[config.mk]
export PLATFORM = sky130hd
export DESIGN_NAME = rv_ram_port_arbiter
export DESIGN_NICKNAME = d
export VERILOG_FILES = /design/src/rtl/rv_mem_pkg.sv /design/src/rtl/rv_rr_picker.sv /design/src/rtl/rv_ram_port_arbiter.sv
export SDC_FILE = /design/constraint.sdc
export NUM_CORES = 1
export LEC_CHECK = 0
export CORE_AREA = 10 10 150 152
export DETAILED_ROUTE_END_ITERATION = 7
export DIE_AREA = 0 0 160 162
export PLACE_DENSITY = 0.54
export SLEW_MARGIN = 20
export SYNTH_ARGS = -nofsm -noshare
export SYNTH_HDL_FRONTEND = slang
export SYNTH_HIERARCHICAL = 1
export SYNTH_SLANG_ARGS = --single-unit
[constraint.sdc]
create_clock -name clk -period 5.6 [get_ports clk]
set_clock_uncertainty 0.1 [all_clocks]
set_input_delay 1.12 -clock clk [delete_from_list [all_inputs] [get_ports clk]]
set_output_delay 1.12 -clock clk [all_outputs]
set_load 0.02 [all_outputs]
[src/rtl/rv_mem_pkg.sv]
// Shared memory-subsystem definitions: default widths for the multithreaded
// core's RAM ports and a helper that sizes round-robin pointers.
package rv_mem_pkg;

    localparam int DEFAULT_DATA_WIDTH  = 32;
    localparam int DEFAULT_NUM_THREADS = 4;

    // Bits needed to index n requesters; never less than one bit.
    function automatic int ptr_width(input int n);
        if (n <= 2) begin
            return 1;
        end
        return $clog2(n);
    endfunction

endpackage

[src/rtl/rv_rr_picker.sv]
// Combinational round-robin picker: returns the first set request bit found
// searching upward from ptr and wrapping at N-1. Shared by the data-port and
// instruction-fetch arbiters.
module rv_rr_picker #(
    parameter int N  = 4,
    parameter int PW = 2
) (
    input  logic [N-1:0]  req,
    input  logic [PW-1:0] ptr,
    output logic [N-1:0]  grant,
    output logic [PW-1:0] grant_idx,
    output logic          grant_valid
);

    // Scan offsets from farthest to nearest so the nearest set bit wins.
    always_comb begin
        grant       = '0;
        grant_idx   = '0;
        grant_valid = 1'b0;
        for (int off = N - 1; off >= 0; off--) begin
            if (req[(int'(ptr) + off) % N]) begin
                grant_valid = 1'b1;
                grant_idx   = PW'((int'(ptr) + off) % N);
            end
        end
        if (grant_valid) begin
            grant[grant_idx] = 1'b1;
        end
    end

endmodule

[src/rtl/rv_ram_port_arbiter.sv]
// Round-robin arbiter for RAM port B shared by the per-thread load/store units.
// One access per cycle, a lock hint for back-to-back ownership, and read data
// routed back to the winner one cycle after acceptance.
//
// Handshake: a request is accepted in the cycle where req_valid[i] & req_ready[i]
// are both high; req_ready is combinational and at most one-hot. Requesters hold
// their req_* fields stable until accepted. Exactly one cycle after acceptance
// rsp_valid[i] pulses for one cycle (reads and writes alike) with rsp_rdata
// carrying the read data for reads and zero for writes.
module rv_ram_port_arbiter
    import rv_mem_pkg::*;
#(
    parameter int DATA_WIDTH = DEFAULT_DATA_WIDTH,
    parameter int NUM_REQ    = DEFAULT_NUM_THREADS
) (
    input  logic                          clk,
    input  logic                          rst,
    input  logic [NUM_REQ-1:0]            req_valid,
    input  logic [NUM_REQ-1:0]            req_we,
    input  logic [NUM_REQ-1:0]            req_lock,
    input  logic [NUM_REQ*DATA_WIDTH-1:0] req_addr,
    input  logic [NUM_REQ*DATA_WIDTH-1:0] req_wdata,
    output logic [NUM_REQ-1:0]            req_ready,
    output logic [NUM_REQ-1:0]            rsp_valid,
    output logic [DATA_WIDTH-1:0]         rsp_rdata,
    output logic [DATA_WIDTH-1:0]         ram_addr,
    output logic                          ram_we,
    output logic [DATA_WIDTH-1:0]         ram_in,
    input  logic [DATA_WIDTH-1:0]         ram_out
);

    localparam int PTR_W = ptr_width(NUM_REQ);

    logic [PTR_W-1:0]   rr_ptr;
    logic [PTR_W-1:0]   lock_owner;
    logic               lock_active;
    logic [NUM_REQ-1:0] rsp_sel;
    logic               rsp_is_read;

    logic [NUM_REQ-1:0] pick_grant;
    logic [PTR_W-1:0]   pick_idx;
    logic               pick_valid;

    logic               lock_hit;
    logic               gnt_valid;
    logic [PTR_W-1:0]   gnt_idx;
    logic [NUM_REQ-1:0] gnt_onehot;

    rv_rr_picker #(
        .N  (NUM_REQ),
        .PW (PTR_W)
    ) u_picker (
        .req         (req_valid),
        .ptr         (rr_ptr),
        .grant       (pick_grant),
        .grant_idx   (pick_idx),
        .grant_valid (pick_valid)
    );

    // Lock owner overrides rotation while it keeps its request up; nothing is
    // granted during reset so the RAM sees an idle port.
    always_comb begin
        lock_hit   = lock_active && req_valid[lock_owner];
        gnt_valid  = !rst && (lock_hit || pick_valid);
        gnt_idx    = lock_hit ? lock_owner : pick_idx;
        gnt_onehot = '0;
        if (gnt_valid) begin
            if (lock_hit) begin
                gnt_onehot[lock_owner] = 1'b1;
            end else begin
                gnt_onehot = pick_grant;
            end
        end
    end

    assign req_ready = gnt_onehot;

    // Steer the winner's request onto the RAM port; idle port drives zeros.
    always_comb begin
        ram_we   = 1'b0;
        ram_addr = '0;
        ram_in   = '0;
        if (gnt_valid) begin
            ram_we   = req_we[gnt_idx];
            ram_addr = req_addr[int'(gnt_idx)*DATA_WIDTH +: DATA_WIDTH];
            ram_in   = req_wdata[int'(gnt_idx)*DATA_WIDTH +: DATA_WIDTH];
        end
    end

    // Rotation pointer, lock state and response routing, updated per grant.
    always_ff @(posedge clk) begin
        if (rst) begin
            rr_ptr      <= '0;
            lock_owner  <= '0;
            lock_active <= 1'b0;
            rsp_sel     <= '0;
            rsp_is_read <= 1'b0;
        end else if (gnt_valid) begin
            rr_ptr      <= (gnt_idx == PTR_W'(NUM_REQ - 1)) ? '0 : gnt_idx + 1'b1;
            lock_owner  <= gnt_idx;
            lock_active <= req_lock[gnt_idx];
            rsp_sel     <= gnt_onehot;
            rsp_is_read <= !req_we[gnt_idx];
        end else begin
            lock_active <= 1'b0;
            rsp_sel     <= '0;
            rsp_is_read <= 1'b0;
        end
    end

    // Response outputs; a response still pending when reset hits is dropped.
    always_comb begin
        rsp_valid = '0;
        rsp_rdata = '0;
        if (!rst) begin
            rsp_valid = rsp_sel;
            if ((|rsp_sel) && rsp_is_read) begin
                rsp_rdata = ram_out;
            end
        end
    end

endmodule

## Word level (Yosys, flattened, before mapping)

Cells that the tools add are included.

- Flip-flop bits (word level): 10
- Input bits: 302
- Output and inout port bits: 105
- Logic and storage cells: 78

- $add $sub $neg: 4
- Magnitude comparators: 9
- Eq/ne operators: 1
- Shift operators: 2
- Mux-type cells: 40
- Bitwise logic cells: 4
- Reductions and logical operators: 13

Operator list:

| kind | count |
|---|---|
| 128-bit by 8-bit indexed part select with 32-bit output | 2 |
| 32-bit two-way mux | 4 |
| 1-bit two-way mux | 17 |
| 4-bit two-way mux | 4 |
| 1-bit binary-select mux with 2-bit select | 7 |
| 2-bit by 3-bit < comparator with 1-bit output, second input constant | 4 |
| 3-bit by 4-bit < comparator with 1-bit output, second input constant | 3 |
| 2-bit two-way mux | 6 |
| 2-bit OR reduction | 4 |
| 1-bit logical AND | 5 |
| 2-bit by 1-bit adder with 2-bit output, second input constant | 2 |
| 2-bit adder, second input constant | 2 |
| 1-bit demux with 2-bit select | 2 |
| 2-bit by 1-bit greater-or-equal comparator with 1-bit output, second input constant | 2 |
| 4-bit OR reduction | 1 |
| 1-bit AND, first input constant | 3 |
| 2-bit equality test, second input constant | 1 |
| 1-bit zero test | 2 |
| 1-bit logical OR | 1 |
| 1-bit NOT | 1 |

## Longest topological paths before layout

Gate-level depths: netlist of the first run.

- Word-level depth: 17
- Gate-level depth with buffers: 10
- Mapped depth without buffers: 7

## By module

The synthesis of the first run kept the hierarchy.

Modules (own cells, without submodules):

| module | times used | cells each | area each (um2) | seq. area each (um2) |
|---|---|---|---|---|
| rv_ram_port_arbiter | 1 | 334 | 2707.6 | 200.2 |
| rv_rr_picker | 1 | 28 | 176.4 | 0.0 |

## Least setup slack after synthesis of the first run

OpenSTA, ideal clock, no wires.

- Kind: input port to output port
- Start point: input port req_valid[3]
- End point: output port ram_addr[16]
- Arrival time: 2.737 ns
- Required time: 4.380 ns
- Slack: 1.643 ns
- Cell stages on the path: 8
- Path buffers: 3
- Cell sequence: mux2_2 a22oi_4 mux2i_1 buf_2 buf_6 buf_6 mux2i_1 o22ai_1

- Word-level cells in the longest chain between the ends: 10
- Elaborated cells on any way between the ends: 27
- Those cells by class: shift: 1; mux: 23; reduce/logical: 3

Ends and longest elaborated chain:

| element | line | text |
|---|---|---|
| from (decl) | rv_ram_port_arbiter.sv:18 | `input logic [NUM_REQ-1:0] req_valid,` |
| 1-bit binary-select mux with 2-bit select | rv_rr_picker.sv:21 | `if (req[(int'(ptr) + off) % N]) begin` |
| 1-bit two-way mux (not written as such) (2 in series) | rv_rr_picker.sv:21 |  |
| 2-bit two-way mux or 1-bit two-way mux (tied branches) (4 in series) | rv_rr_picker.sv:21 |  |
| 2-bit two-way mux or 1-bit logical OR (tied branches) | rv_ram_port_arbiter.sv:65, rv_ram_port_arbiter.sv:64 |  |
| 128-bit by 8-bit indexed part select with 32-bit output or 1-bit logical AND (tied branches) | rv_ram_port_arbiter.sv:85, rv_ram_port_arbiter.sv:64 |  |
| 32-bit two-way mux (*) | rv_ram_port_arbiter.sv:83 | `if (gnt_valid) begin` |
| to (decl) | rv_ram_port_arbiter.sv:26 | `output logic [DATA_WIDTH-1:0] ram_addr,` |

Every way passes the cells marked *; elsewhere a longest branch is shown, timed or not. The select of a mux whose other input is x is not followed.

## Worst setup path in the final report of the first run

- Start point: input port req_valid[0]
- End point: output port ram_addr[31]

- Word-level cells in the longest chain between the ends: 10
- Elaborated cells on any way between the ends: 27
- Those cells by class: shift: 1; mux: 23; reduce/logical: 3

Ends and longest elaborated chain:

| element | line | text |
|---|---|---|
| 1-bit binary-select mux with 2-bit select | rv_rr_picker.sv:21 |  |
| 1-bit two-way mux (not written as such) (2 in series) | rv_rr_picker.sv:21 |  |
| 2-bit two-way mux (3 in series) | rv_rr_picker.sv:21 |  |
| 2-bit two-way mux (*) | rv_rr_picker.sv:21 |  |
| net pick_idx[0] | rv_ram_port_arbiter.sv:41 | `logic [PTR_W-1:0] pick_idx;` |
| 2-bit two-way mux (*) | rv_ram_port_arbiter.sv:65 | `gnt_idx = lock_hit ? lock_owner : pick_idx;` |
| 128-bit by 8-bit indexed part select with 32-bit output (*) | rv_ram_port_arbiter.sv:85 | `ram_addr = req_addr[int'(gnt_idx)*DATA_WIDTH +: DATA_WIDTH];` |
| 32-bit two-way mux (*) | rv_ram_port_arbiter.sv:83 |  |

Mark *: on every way through the listed nets, which the timed path passes. The rest lies on a longest branch. The select of a mux whose other input is x is not followed.

==> results of run 1 <==
[cells by family after synthesis]
family	share of synthesized area (%)
mux	47.07
simple gates	16.09
compound gates	21.08
flops	6.941
xor+xnor	0.3037
buf+inv	8.503
[layer usage]
metal / share of wire (%) / global-route usage [%] / vias to the layer above
li1: - / - / 2156
met1: 37 / 15.59 / 2019
met2: 53 / 27.62 / 257
met3: 9.0 / 5.233 / 8
met4: 0.77 / 1.878 / 0
met5: 0 / 0 / -
[cells in the final DEF (no fill, tap or decap), types with 2 or more instances in the layout]
master           netlist  routed
clkdlybuf4s50_1        0     405
mux2i_1              133     132
o22ai_1               66      66
and2_1                35      35
dfxtp_1               10      10
nor2_1                 9       9
a21oi_1                8       8
buf_12                 0       8
nor2b_1                7       7
nand2_1                8       7
o21ai_0                7       7
buf_4                  0       7
nand3_1                5       5
inv_1                  4       4
nor3_1                 4       4
clkbuf_16              0       3
or4_1                  2       2
and3_1                 2       2
nor3b_1                2       2
a31oi_1                2       2
nand3b_1               2       2
nand2b_1               2       2
o31a_1                 2       2
[path summary, 6_finish.rpt]
kind | startpoint | end | slack (ns) | depth (start not counted)
hold / removal | lock_active | rr_ptr[1] | 0.38 | 1
setup reg to reg | lock_owner[0] | rsp_is_read | 3.06 | 6
hold reg to reg | lock_active | rr_ptr[1] | 0.38 | 1
setup / recovery | req_valid[0] | ram_addr[31] | 0.25 | 10
[worst max-delay path, delay by kind of cell]
kind / cells / cell delay [ns]
and+or+nand+nor: 2 / 0.29
buffers and inverters: 4 / 1.81
muxes: 2 / 0.34
AOI/OAI and AO/OA: 2 / 0.54
[flip-flops by register name, summed over array words and instances, names as in the netlist]
name / flops
rr_ptr: 2
rsp_is_read: 1
lock_active: 1
lock_owner: 2
rsp_sel: 4
[metrics by stage]
stage / power, uW / setup slack [ns] / instance area [um^2] / utilization (%)
global route: 1963 / 0.1478 / 7375 / 38.02
CTS: 1873 / 0.3105 / 7375 / 38.02
finish: 1853 / 0.2539 / 7375 / 38.02
detailed placement: 1727 / 0.3213 / 7286 / 37.56
floorplan: 1010 / 1.643 / 2884 / -
global placement: 1712 / 0.3155 / 7286 / 37.56
[cell type report]
cell class,count,area share [%]
timing repair buffer,420,57.86
multi-input combinational,310,33.53
tap,265,4.496
sequential,10,2.715
clock buffer,4,1.205
inverter,4,0.2036
[power breakdown]
group / leakage [uW] / switching, uW / total [uW] / internal, uW
registers: 0.0000826 / 22.6 / 110 / 87.4
clock network: 0.0000442 / 31.9 / 139 / 107
logic: 0.00305 / 766 / 1600 / 838
==> results.sh, run 1 <==
export IMPL_ios=407
export IMPL_fillCellCount=1951
export IMPL_end_kind="output pin"
export IMPL_finalMaxSlewViolations=0
export IMPL_grt_pass1_vias=4707
export IMPL_synth_nets=664
export IMPL_syn_cell_area_mm2=0.002884
export IMPL_start_kind="input pin"
export IMPL_vias_per_cell=4.383
export IMPL_drv_cap=0
export IMPL_vias=4440
export IMPL_cts_sinks=10
export IMPL_row_count=51
export IMPL_worstSkewPairLatency_ns=0.23
export IMPL_htreeDepth=1
export IMPL_required_ns=4.38
export IMPL_synth_area_per_cell_um2=7.967
export IMPL_grt_usage_pct=14.62
export IMPL_area_growth_pct=155.7
export IMPL_diodes=0
export IMPL_fin_hold_ws_ns=0.3830
export IMPL_ys_types=36
export IMPL_dieArea_mm2=0.02592
export IMPL_drtIter0Drc=266
export IMPL_ys_seq_area_share_pct=6.941
export IMPL_floorplan_initialDensity_pct=14.87
export IMPL_synth_most_common_cell="mux2i_1"
export IMPL_hold_class="flip-flop to flip-flop"
export IMPL_status="completed"
export IMPL_grt_antenna_before_repair=0
export IMPL_worstPathArrival_ns=4.13
export IMPL_routabilityCongestion=0.8952
export IMPL_slew_headroom_pct=48.98
export IMPL_die_h_um=162
export IMPL_synth_edf_count=0
export IMPL_firstDrtPassIters=4
export IMPL_dieWidth_um=160
export IMPL_yosys_area_top_type="mux2i_1"
export IMPL_clockRootBuffer="clkbuf_16"
export IMPL_syn_inst=362
export IMPL_multiInputGateArea_mm2=0.002472
export IMPL_post_cts_buffers=0
export IMPL_synthFlopType="dfxtp_1"
export IMPL_yosys_top_cells_count="mux2i_1 (133), o22ai_1 (66), and2_1 (35)"
export IMPL_cts_hold_fix_buffers=0
export IMPL_seq_area_um2=200.2
export IMPL_grt_pass1_wl_um=30040
export IMPL_async_flop_share_pct=0
export IMPL_irDropWorstVdd_mv=0.1261
export IMPL_crit_path_cell_trace="clkdlybuf4s50_1 -> nor2b_4 -> nor3b_1 -> o22a_1 -> mux2i_4 -> buf_12 -> buf_12 -> mux2i_1 -> o22ai_1 -> clkdlybuf4s50_1"
export IMPL_totalWireLength_um=20980
export IMPL_port_buffers=406
export IMPL_placed_cells=1009
export IMPL_clk_pin_slew_worst_paths_ns=0.04
export IMPL_drive_gt1_share_pct=3.743
export IMPL_path_max_fanout=25
export IMPL_synth_area_leaders="mux2i_1 (46%), o22ai_1 (14%), and2_1 (7.6%)"
export IMPL_drc=0
export IMPL_setup_tns_ns=0
export IMPL_tightest_slew_ns=0.7654
export IMPL_fin_crit_ns=5.346
export IMPL_hold_viol_final=0
export IMPL_fin_crit_sh_pct=95.47
export IMPL_cts_tree="built"
export IMPL_final_cells=1013
export IMPL_nets=1051
export IMPL_cellLeakagePower_uw=0.003172
export IMPL_grt_overflow_total=0
export IMPL_wl_per_cell_um=20.71
export IMPL_crit_path_top_delay_cell="clkdlybuf4s50_1"
export IMPL_yosys_warnings=6
export IMPL_rsz0062_at_grt="no"
export IMPL_slowest_delay_ns=0.69
export IMPL_synth_top_area_share_pct=46.16
export IMPL_grt_max_degree=68
export IMPL_pwr_density_cell_mw_per_mm2=251.2
export IMPL_finalSetupViolCount=0
export IMPL_dp_hpwl_um=18220
export IMPL_cts_resized=0
export IMPL_cts_buffer_depth=2
export IMPL_postRouteAntennaNets=0
export IMPL_max_freq_ghz=0.1871
export IMPL_placeableCoreArea_mm2=0.01940
export IMPL_synth_ff_latch_count=10
export IMPL_crit_type="input pin to output pin"
export IMPL_cts_buffers=3
Note: power is estimated with default switching activity, not from simulation.
==> run 2: changes to the inputs <==
--- a/config.mk
+++ b/config.mk
@@ -5,10 +5,10 @@
 export SDC_FILE = /design/constraint.sdc
 export NUM_CORES = 1
 export LEC_CHECK = 0
-export CORE_AREA = 10 10 150 152
+export CORE_AREA = 2 2 160 162
 export DETAILED_ROUTE_END_ITERATION = 7
-export DIE_AREA = 0 0 160 162
-export PLACE_DENSITY = 0.54
+export DIE_AREA = 0 0 162 164
+export PLACE_DENSITY = 0.45
 export SLEW_MARGIN = 20
 export SYNTH_ARGS = -nofsm -noshare
 export SYNTH_HDL_FRONTEND = slang
==> results.sh, run 2 (synthesis results as in run 1) <==
export IMPL_setup_tns_ns=0
export IMPL_drtIter0Drc=94
export IMPL_placeableCoreArea_mm2=0.02482
export IMPL_fin_hold_ws_ns=0.3652
export IMPL_pwr_density_cell_mw_per_mm2=246.4
export IMPL_final_cell_mix="clkdlybuf4s50_1 (406), mux2i_1 (132), o22ai_1 (66)"
export IMPL_startpoint="req_valid[0]"
export IMPL_slew_headroom_pct=49.13
export IMPL_start_kind="input pin"
export IMPL_worstSkewPairLatency_ns=0.24
export IMPL_irDropWorstVdd_mv=0.1502
export IMPL_path_max_fanout=37
export IMPL_cellLeakagePower_uw=0.003194
export IMPL_die_h_um=164
export IMPL_worstHoldStart="lock_active"
export IMPL_fin_crit_ns=5.305
export IMPL_grt_usage_pct=12.06
export IMPL_cts_sinks=10
export IMPL_floorplan_initialDensity_pct=11.62
export IMPL_seq_area_um2=200.2
export IMPL_end_kind="output pin"
export IMPL_finalSetupViolCount=0
export IMPL_required_ns=4.38
export IMPL_routabilityCongestion=0.7296
export IMPL_postRouteAntennaNets=0
export IMPL_fin_crit_sh_pct=94.74
export IMPL_nets=1056
export IMPL_firstDrtPassIters=4
export IMPL_rr_endpoint="lock_active"
export IMPL_p_sw_share_pct=43.69
export IMPL_clockRootBuffer="clkbuf_16"
export IMPL_dp_hpwl_um=15070
export IMPL_max_freq_ghz=0.1885
export IMPL_worstPathArrival_ns=4.09
export IMPL_port_buffers=406
export IMPL_dieWidth_um=162
export IMPL_total_power_uw=1848
export IMPL_grt_pass1_wl_um=24950
export IMPL_pwr_share_comb_pct=86.4
export IMPL_ios=407
export IMPL_area_growth_pct=160.0
export IMPL_grt_overflow_total=0
export IMPL_drc=0
export IMPL_row_count=58
export IMPL_cts_buffer_depth=2
export IMPL_r2r_slack_ns=3.08
export IMPL_final_util_pct=30.21
export IMPL_status="completed"
export IMPL_hold_viol_final=0
export IMPL_drive_gt1_share_pct=4.250
export IMPL_tightest_slew_ns=0.7631
export IMPL_wl_per_cell_um=16.37
export IMPL_cp_endpoint="ram_addr[2]"
export IMPL_drv_cap=0
export IMPL_r2r_cells=6
export IMPL_p_sw_uw=807.3
export IMPL_grt_antenna_before_repair=1
export IMPL_cts_buffers=3
export IMPL_grt_pass1_vias=4460
export IMPL_vias=4374
export IMPL_top_register="rsp_sel"
export IMPL_clk_pin_slew_worst_paths_ns=0.04
export IMPL_cts_tree="built"
export IMPL_layout_commonest_cell="clkdlybuf4s50_1"
export IMPL_seqPwrFrac_pct=6.0
export IMPL_cts_resized=0
export IMPL_dieArea_mm2=0.02657
export IMPL_cts_hold_fix_buffers=0
export IMPL_place_area_mm2=0.007407
export IMPL_rsz0062_at_grt="no"
export IMPL_largest_reg_flops=4
export IMPL_htreeDepth=1
export IMPL_reg2reg_from="lock_owner[0]"
export IMPL_finalMaxSlewViolations=0
export IMPL_p_clk_share_pct=7.6
export IMPL_hold_class="flip-flop to flip-flop"
export IMPL_post_cts_buffers=0
export IMPL_final_cell_area_mm2=0.007498
export IMPL_fillCellCount=2646
export IMPL_reg_top3="rsp_sel (4), lock_owner (2), rr_ptr (2)"
export IMPL_grt_max_degree=43
export IMPL_totalWireLength_um=17750
export IMPL_crit_type="input pin to output pin"
export IMPL_power_internal_uw=1041
export IMPL_multiInputGateArea_mm2=0.002472
export IMPL_vias_per_cell=4.035
[run 2: cell count changes in the layout (fill, tap and decap cells not counted), sizes merged]
cell | previous run | this run
buf | 15 | 19
diode | 0 | 1
clkdlybuf4s50 | 405 | 406
[run 2: routing by layer]
layer / track usage (%) / routed length (um)
met1: 12.16 / 6313
met2: 24.20 / 9421
met3: 3.788 / 1727
met4: 2.333 / 283
met5: 0 / 0
[run 2: critical path, cell delays in order]
cell and delay (ns):
clkdlybuf4s50_1 0.58, mux2_4 0.37, a22oi_4 0.20, mux2i_4 0.33
buf_12 0.29, buf_4 0.27, mux2i_1 0.10, o22ai_1 0.17
clkdlybuf4s50_1 0.63
[run 2: through the flow]
stage | setup WS [ns] | std cells
after global placement | 0.3044 | 1079
after CTS | 0.2773 | 1083
final | 0.2948 | 1084
after global routing | 0.1245 | 1083
after floorplan | 1.643 | 362
after detailed placement | 0.3151 | 1079
[run 2: cell type report]
class,count,share of cell area (%)
repair buffers,425,57.43
multi-input cells,310,32.97
well taps,330,5.506
flip-flops and latches,10,2.670
clock buffers,4,1.185
inverters,4,0.2002
diodes,1,0.03337
[run 2: power by group through the flow]
stage	clock [uW]	sequential, uW	combinational, uW
floorplan	0	97.6	912
global placement	0	113	1620
detailed placement	0	112	1610
CTS	142	110	1620
global route	146	114	1710
finish	140	111	1600
[run 2: worst min-delay path by stage]
| stage | to | slack [ns] | cells after the start |
|---|---|---|---|
| final | rr_ptr[1] | 0.37 | 1 |
| after global routing | rr_ptr[1] | 0.42 | 1 |
| after CTS | rr_ptr[1] | 0.37 | 1 |
| after detailed placement | rr_ptr[1] | 0.37 | 1 |
| after global placement | rr_ptr[1] | 0.37 | 1 |
| after floorplan | rr_ptr[1] | 0.34 | 1 |
